<file path="src/rtl/fetch_unit_if.sv">
// fetch_unit_if: instruction-memory request/ack handshake between the fetch stage and imem.
interface fetch_unit_if;
    logic        imem_req;
    logic [29:0] imem_addr;
    logic        imem_ack;
    logic [31:0] imem_rdata;
    modport master (output imem_req, imem_addr, input imem_ack, imem_rdata);
    modport slave (input imem_req, imem_addr, output imem_ack, imem_rdata);
endinterface

</file>
<file path="src/rtl/fetch_unit.sv">
// fetch_unit: owns the PC, fetches from variable-latency imem, holds words across stalls
// and applies ID redirects, inserting bubbles via IF_flush instead of freezing.
module fetch_unit #(
    parameter logic [31:0] RESET_PC = 32'h0000_0000
) (
    input  logic               clk,
    input  logic               rst,
    input  logic               PC_write,
    input  logic               dmem_stall,
    input  logic               redirect,
    input  logic [31:0]        redirect_pc,
    fetch_unit_if.master       imem,
    output logic [31:0]        PC_4,
    output logic [31:0]        inst,
    output logic               inst_valid,
    output logic               IF_flush,
    output logic [31:0]        bubble_cnt
);
    typedef enum logic [1:0] {S_REQ, S_HOLD, S_DROP} state_t;
    state_t      state;
    logic [31:0] pc, hold_buf, redir_pc, tgt;
    logic        slot;
    assign slot            = PC_write && !dmem_stall;
    assign tgt             = redirect_pc & 32'hFFFF_FFFC;
    assign imem.imem_req   = !rst && state != S_HOLD;
    assign imem.imem_addr  = pc[31:2];
    assign PC_4            = pc + 32'd4;
    assign inst_valid      = !rst && (state == S_HOLD || (state == S_REQ && imem.imem_ack));
    assign inst            = rst ? '0 : state == S_HOLD ? hold_buf : imem.imem_rdata;
    assign IF_flush        = !rst && (redirect || !inst_valid);

    always_ff @(posedge clk or posedge rst) begin
        if (rst) begin
            pc         <= RESET_PC;
            state      <= S_REQ;
            hold_buf   <= '0;
            redir_pc   <= '0;
            bubble_cnt <= '0;
        end else begin
            if (slot && !inst_valid)
                bubble_cnt <= bubble_cnt + 32'd1;
            case (state)
                S_REQ:
                    if (slot && redirect && imem.imem_ack)
                        pc <= tgt;
                    else if (slot && redirect) begin
                        redir_pc <= tgt;
                        state    <= S_DROP;
                    end else if (slot && imem.imem_ack)
                        pc <= PC_4;
                    else if (!slot && imem.imem_ack) begin
                        hold_buf <= imem.imem_rdata;
                        state    <= S_HOLD;
                    end
                S_HOLD:
                    if (slot) begin
                        pc    <= redirect ? tgt : PC_4;
                        state <= S_REQ;
                    end
                default: begin
                    // outstanding request cannot be aborted; the latest redirect wins once it lands
                    if (slot && redirect)
                        redir_pc <= tgt;
                    if (imem.imem_ack) begin
                        pc    <= (slot && redirect) ? tgt : redir_pc;
                        state <= S_REQ;
                    end
                end
            endcase
        end
    end
endmodule
</file>
<file path="src/flat_wrapper.sv">
// flat-port wrapper written by rule: the top's interface ports become plain ports
module fetch_unit_flat 
#(
    parameter logic [31:0] RESET_PC = 32'h0000_0000
)
  (clk, rst, PC_write, dmem_stall, redirect, redirect_pc, PC_4, inst, inst_valid, IF_flush, bubble_cnt, imem_imem_req, imem_imem_addr, imem_imem_ack, imem_imem_rdata);
  fetch_unit_if imem_i ();
  input  logic clk;
  input  logic rst;
  input  logic PC_write;
  input  logic dmem_stall;
  input  logic redirect;
  input  logic [31:0] redirect_pc;
  output logic [31:0] PC_4;
  output logic [31:0] inst;
  output logic inst_valid;
  output logic IF_flush;
  output logic [31:0] bubble_cnt;
  output wire logic [$bits(imem_i.imem_req)-1:0] imem_imem_req;
  output wire logic [$bits(imem_i.imem_addr)-1:0] imem_imem_addr;
  input wire logic [$bits(imem_i.imem_ack)-1:0] imem_imem_ack;
  input wire logic [$bits(imem_i.imem_rdata)-1:0] imem_imem_rdata;
  assign imem_imem_req = imem_i.imem_req;
  assign imem_imem_addr = imem_i.imem_addr;
  assign imem_i.imem_ack = imem_imem_ack;
  assign imem_i.imem_rdata = imem_imem_rdata;
  fetch_unit #(.RESET_PC(RESET_PC)) u_core (.clk(clk), .rst(rst), .PC_write(PC_write), .dmem_stall(dmem_stall), .redirect(redirect), .redirect_pc(redirect_pc), .imem(imem_i), .PC_4(PC_4), .inst(inst), .inst_valid(inst_valid), .IF_flush(IF_flush), .bubble_cnt(bubble_cnt));
endmodule
</file>
<file path="config.mk">
export PLATFORM = sky130hd
export DESIGN_NAME = fetch_unit_flat
export DESIGN_NICKNAME = d
export VERILOG_FILES = /design/src/rtl/fetch_unit_if.sv /design/src/rtl/fetch_unit.sv /design/src/flat_wrapper.sv
export SDC_FILE = /design/constraint.sdc
export NUM_CORES = 1
export LEC_CHECK = 0
export CAP_MARGIN = 10
export CORE_UTILIZATION = 53
export DETAILED_ROUTE_END_ITERATION = 8
export GPL_TIMING_DRIVEN = 0
export PLACE_DENSITY = 0.92
export SYNTH_ARGS = -nofsm -noshare
export SYNTH_HDL_FRONTEND = slang
export SYNTH_SLANG_ARGS = --single-unit
</file>
<file path="constraint.sdc">
create_clock -name clk -period 9.85 [get_ports clk]
set_clock_uncertainty 0.1 [all_clocks]
set_input_delay 1.97 -clock clk [delete_from_list [all_inputs] [get_ports clk]]
set_output_delay 1.97 -clock clk [all_outputs]
set_load 0.02 [all_outputs]
</file>
Yosys cells after proc, flatten, opt, wreduce, memory -nomap -nowiden. Cells that the tools add are included.

Add/sub/neg operators: 2. Reduce and logical (&&, ||, !) cells: 22. Bitwise operators: 4. Equal/unequal tests: 8. Muxes and demuxes: 19.

Operators by type and width (count): 2-to-1 mux 32 bit (10); case mux 32 bit (2 select lines) (2); adder 32 x 1 -> 32 bit, second input constant (1); adder 32 x 3 -> 32 bit, second input constant (1); 2-to-1 mux 2 bit (6); != test 3 bit, second input constant (4); logical AND 1 bit (10); AND reduction 5 bit (2); zero test 1 bit (4); != test 2 x 1 -> 1 bit, second input constant (2); NOT 1 bit (4); case mux 2 bit (2 select lines) (1); AND reduction 4 bit (1); nonzero test 3 bit (1); == test 2 x 1 -> 1 bit, second input constant (1); zero test 2 bit (1); logical OR 1 bit (2); != test 2 bit, second input constant (1); AND reduction 2 bit (1).

Input port bits: 70. Logic and storage cells: 60. Output and inout port bits: 129. Flip-flop bits (word level): 130.

Longest topological paths before layout.
Word-level depth: 9. Depth in mapped cells: 8. Mapped depth without buffers: 6.

Worst setup path before layout. OpenSTA, ideal clock, no wires.

Kind: input port to output port. Start: input port rst. End: output port inst[24]. Slack: 5.068 ns. Path buffers: 2. Required time: 7.780 ns. Arrival: 2.712 ns. Cell stages on the path: 3. Cells stage by stage: clkbuf_1 > buf_1 > a21oi_1.

Longest elaborated chain between the ends: 1.

RTL lines: start: declaration (line flat_wrapper.sv:9) `input logic rst;`; 2-to-1 mux 32 bit (line fetch_unit.sv:29) `assign inst = rst ? '0 : state == S_HOLD ? hold_buf : imem.imem_rdata;`; end: declaration (line flat_wrapper.sv:15) `output logic [31:0] inst;`.

No other way between the ends.

Worst setup path in the final report.
Start: input port rst. End: output port inst[30].

Same word-level chain as after synthesis.

==> impl_results.md <==
* Hold path startpoint: u_core.redir_pc[14]
* Worst-Skew Late Latency at 420 ps
* Post-synth EDFFs at 0
* Die Area at 0.0142 mm²
* CTS clock-pin slew for the worst setup and hold paths at 50 ps
* Post-route DRC violation count at 0
* Worst setup SP type: primary input
* Detailed Route WL at 22.5 mm
* Input/output buffers at 196
* Leakage at 4.17 nW
* Pin count of the biggest net entering global routing at 70
* Max Root-Sink Buffers at 2
* DP HPWL at 16.0 mm
* Finished Core Util at 75.3%
* Final setup violation count at 0
* RSZ-0062 raised after global routing: false
* Crit Path Max Fanout at 10
* Site Rows at 42
* Setup_tns at 0 ps
* Max_slew headroom at 40.5%
* Synth Instances at 766
* Crit share post-route at 62.4%
* CTS HTree Levels at 4
* Slew Limit Fails at 0
* Synth unique cells at 71
* Die height at 119 µm
* Initial antenna violation count at 0
* FFs w/ async S/R, synth at 100%
* Worst hold path depth at 2
* Power per standard cell area at 220 mW/mm²
* Required time worst endpoint at 7780 ps
* Peak VDD IR at 175 µV
* Met1 wire length at 8.51 mm
* Status: complete, no violations
* Number of max-cap violations at 0
* Hold slack at 385 ps
* # diodes at 0
* Reg2Reg Setup Slack at 7110 ps
* 1st-iter DRT viols at 824
* Cts hold-fix bufs at 0
* DR top layer: met4
* Worst min path class: reg -> reg
* Ys flop type: dfrtp_1
* DR WL/cell at 19.2 µm
* Met3 wire length at 2.37 mm
* Hold path endpoint: u_core.redir_pc[14]
* Vias/cell at 5.97
* GPL Wtd Cong at 0.910
* Worst Setup End Kind: output pin
* Fin. Hold Viols at 0
* Sequential-to-total area share from yosys stat at 44.9%
* Die W at 119 µm
* Crit Path Class: in -> out
* Post-Syn Nets at 838
* Vias in the first global route at 6923
* Root Buffer: clkbuf_16
* Post-cts resize count at 0
* Postcts setup bufs at 0
* Worst path arrival time at 4080 ps
* Initial cell density of the core at 54.6%
* Met2 wire len at 10.8 mm
* I/O pins at 199
* #FFs+latches synth at 130
* Yosys top cell area share at 44.9%
* Final min period at 6150 ps
* CTS tree: yes
* Yosys warnings at 0
* CORE AREA at 0.0133 mm²
* Vias post-DR at 6979
* Reg-to-Reg End: u_core.pc[30]
* Drt first pass iters at 5
* Share of layout cells above drive strength 1 at 12.1%
* P&R area growth vs syn at 38.1%
* Global-route wire length before repair at 35.4 mm
* Worst Reg-to-Reg Cells at 6
* Maximum clock rate at 163 MHz
* Nets at 1054
* Total gr overflow at 0
* Mapped cell area at 0.00725 mm²
* Filler cells at 890
* Number of CTS-inserted buffers at 17
* Final antenna-violating net count at 0
* Worst Tran Pin Value at 884 ps
* Synth top area cells: dfrtp_1, mux2_2, nand2_1
* Total Routing Usage GR at 32.1%
* Clock sinks at 130
* Mapped Avg Cell Area at 9.47 µm²
* RR Startpoint: u_core.pc[2]
* Largest area contributor in the netlist: dfrtp_1
==> worst max-delay path by stage <==
| stage | startpoint | end | slack, ps | cells after the start |
|---|---|---|---|---|
| finish | rst | inst[30] | 3700 | 5 |
| detailed placement | rst | inst[7] | 3700 | 5 |
| global placement | rst | u_core.pc[14] | 1790 | 4 |
| CTS | rst | inst[7] | 3710 | 5 |
| global route | rst | inst[30] | 3600 | 5 |
| floorplan | rst | u_core.bubble_cnt[0] | 3910 | 3 |
==> layout by cell type (no fill, tap or decap), drive strengths merged, types with 6 or more instances in the layout <==
| master | instances |
|---|---|
| clkbuf | 58 |
| and2 | 6 |
| nor2 | 41 |
| nor3 | 7 |
| nand2 | 133 |
| clkdlybuf4s50 | 196 |
| o21ai | 40 |
| and3 | 11 |
| mux2 | 56 |
| nand3 | 47 |
| o311ai | 6 |
| buf | 15 |
| xor2 | 20 |
| inv | 18 |
| xnor2 | 39 |
| a22oi | 6 |
| nand4 | 15 |
| dfrtp | 130 |
| a21oi | 59 |
| mux2i | 8 |
==> critical path, cell delays in order <==
cell and delay [ps]:
clkdlybuf4s50_1 490, clkbuf_1 390, buf_1 510, a21oi_1 130, clkdlybuf4s50_1 580
==> state kept, by name, summed over array words and instances (netlist names) <==
register,cells
u_core.state,2
u_core.bubble_cnt,32
u_core.hold_buf,32
u_core.pc,32
u_core.redir_pc,32
==> power by group <==
part,switching [mW],total (mW),internal [mW]
clock,0.225,0.594,0.369
sequential,0.133,0.792,0.659
combinational,0.415,0.813,0.398
==> cell families (layout without fill, tap and decap cells) <==
logic type,count (synthesis),after routing,synth area share [%]
flip-flops,130,130,44.9
buffers and inverters,65,292,4.31
XOR/XNOR,59,59,7.12
AO/OA/AOI/OAI,160,160,14.1
multiplexers,64,64,9.80
AND/OR/NAND/NOR,286,286,19.4
adder cells (fa/ha/maj),2,2,0.345
==> routing by layer <==
layer / vias to the layer above / GRT usage (%)
met2: 424 / 53.0
met5: - / 0
li1: 3143 / -
met3: 77 / 10.3
met4: 0 / 16.2
met1: 3335 / 37.5
==> synth_stat cells, types with 2 or more instances <==
| cell | number |
|---|---|
| and4_1 | 4 |
| clkbuf_1 | 28 |
| and3_2 | 2 |
| nand4_2 | 3 |
| xnor2_1 | 39 |
| o311a_1 | 3 |
| a31oi_1 | 2 |
| a211o_1 | 3 |
| o31a_1 | 4 |
| a22oi_1 | 6 |
| a2bb2oi_1 | 4 |
| o22ai_1 | 5 |
| clkbuf_8 | 5 |
| and3_1 | 9 |
| nand3_1 | 46 |
| o22a_1 | 2 |
| nor3_1 | 6 |
| a21oi_1 | 59 |
| ha_1 | 2 |
| nand2_1 | 133 |
| buf_1 | 4 |
| o21ai_0 | 39 |
| inv_1 | 18 |
| nand2b_1 | 3 |
| nor2b_1 | 3 |
| o21a_1 | 3 |
| nor4_1 | 2 |
| nand4_1 | 11 |
| nor4_4 | 2 |
| buf_2 | 9 |
| dfrtp_1 | 130 |
| xor2_1 | 20 |
| mux2_2 | 56 |
| o2bb2ai_1 | 5 |
| mux2i_1 | 8 |
| nor2_1 | 41 |
| o311ai_0 | 6 |
| and2_1 | 4 |
| a32o_1 | 3 |
| a22o_1 | 3 |
==> per-stage QoR <==
| step | area (µm²) | setup WS (ps) | std cells | power [mW] |
|---|---|---|---|---|
| final | 10000 | 3700 | 1169 | 2.20 |
| after global routing | 10000 | 3600 | 1169 | 2.29 |
| after detailed placement | 9470 | 3700 | 1139 | 1.60 |
| after CTS | 10000 | 3710 | 1169 | 2.19 |
| after floorplan | 7250 | 3910 | 766 | 1.22 |
| after global placement | 9440 | 1790 | 1138 | 1.57 |
==> cell type report <==
cell class	count	area, µm²	share of cell area (%)
Tap cell	176	220	2.20
Clock buffer	25	495	4.95
Inverter	18	72.6	0.725
Clock inverter	5	52.6	0.525
Multi-Input combinational cell	571	3690	36.8
Sequential cell	130	3250	32.5
Timing Repair Buffer	197	1990	19.9
Buffer	47	245	2.45
Power figures use the tool's default switching activity.
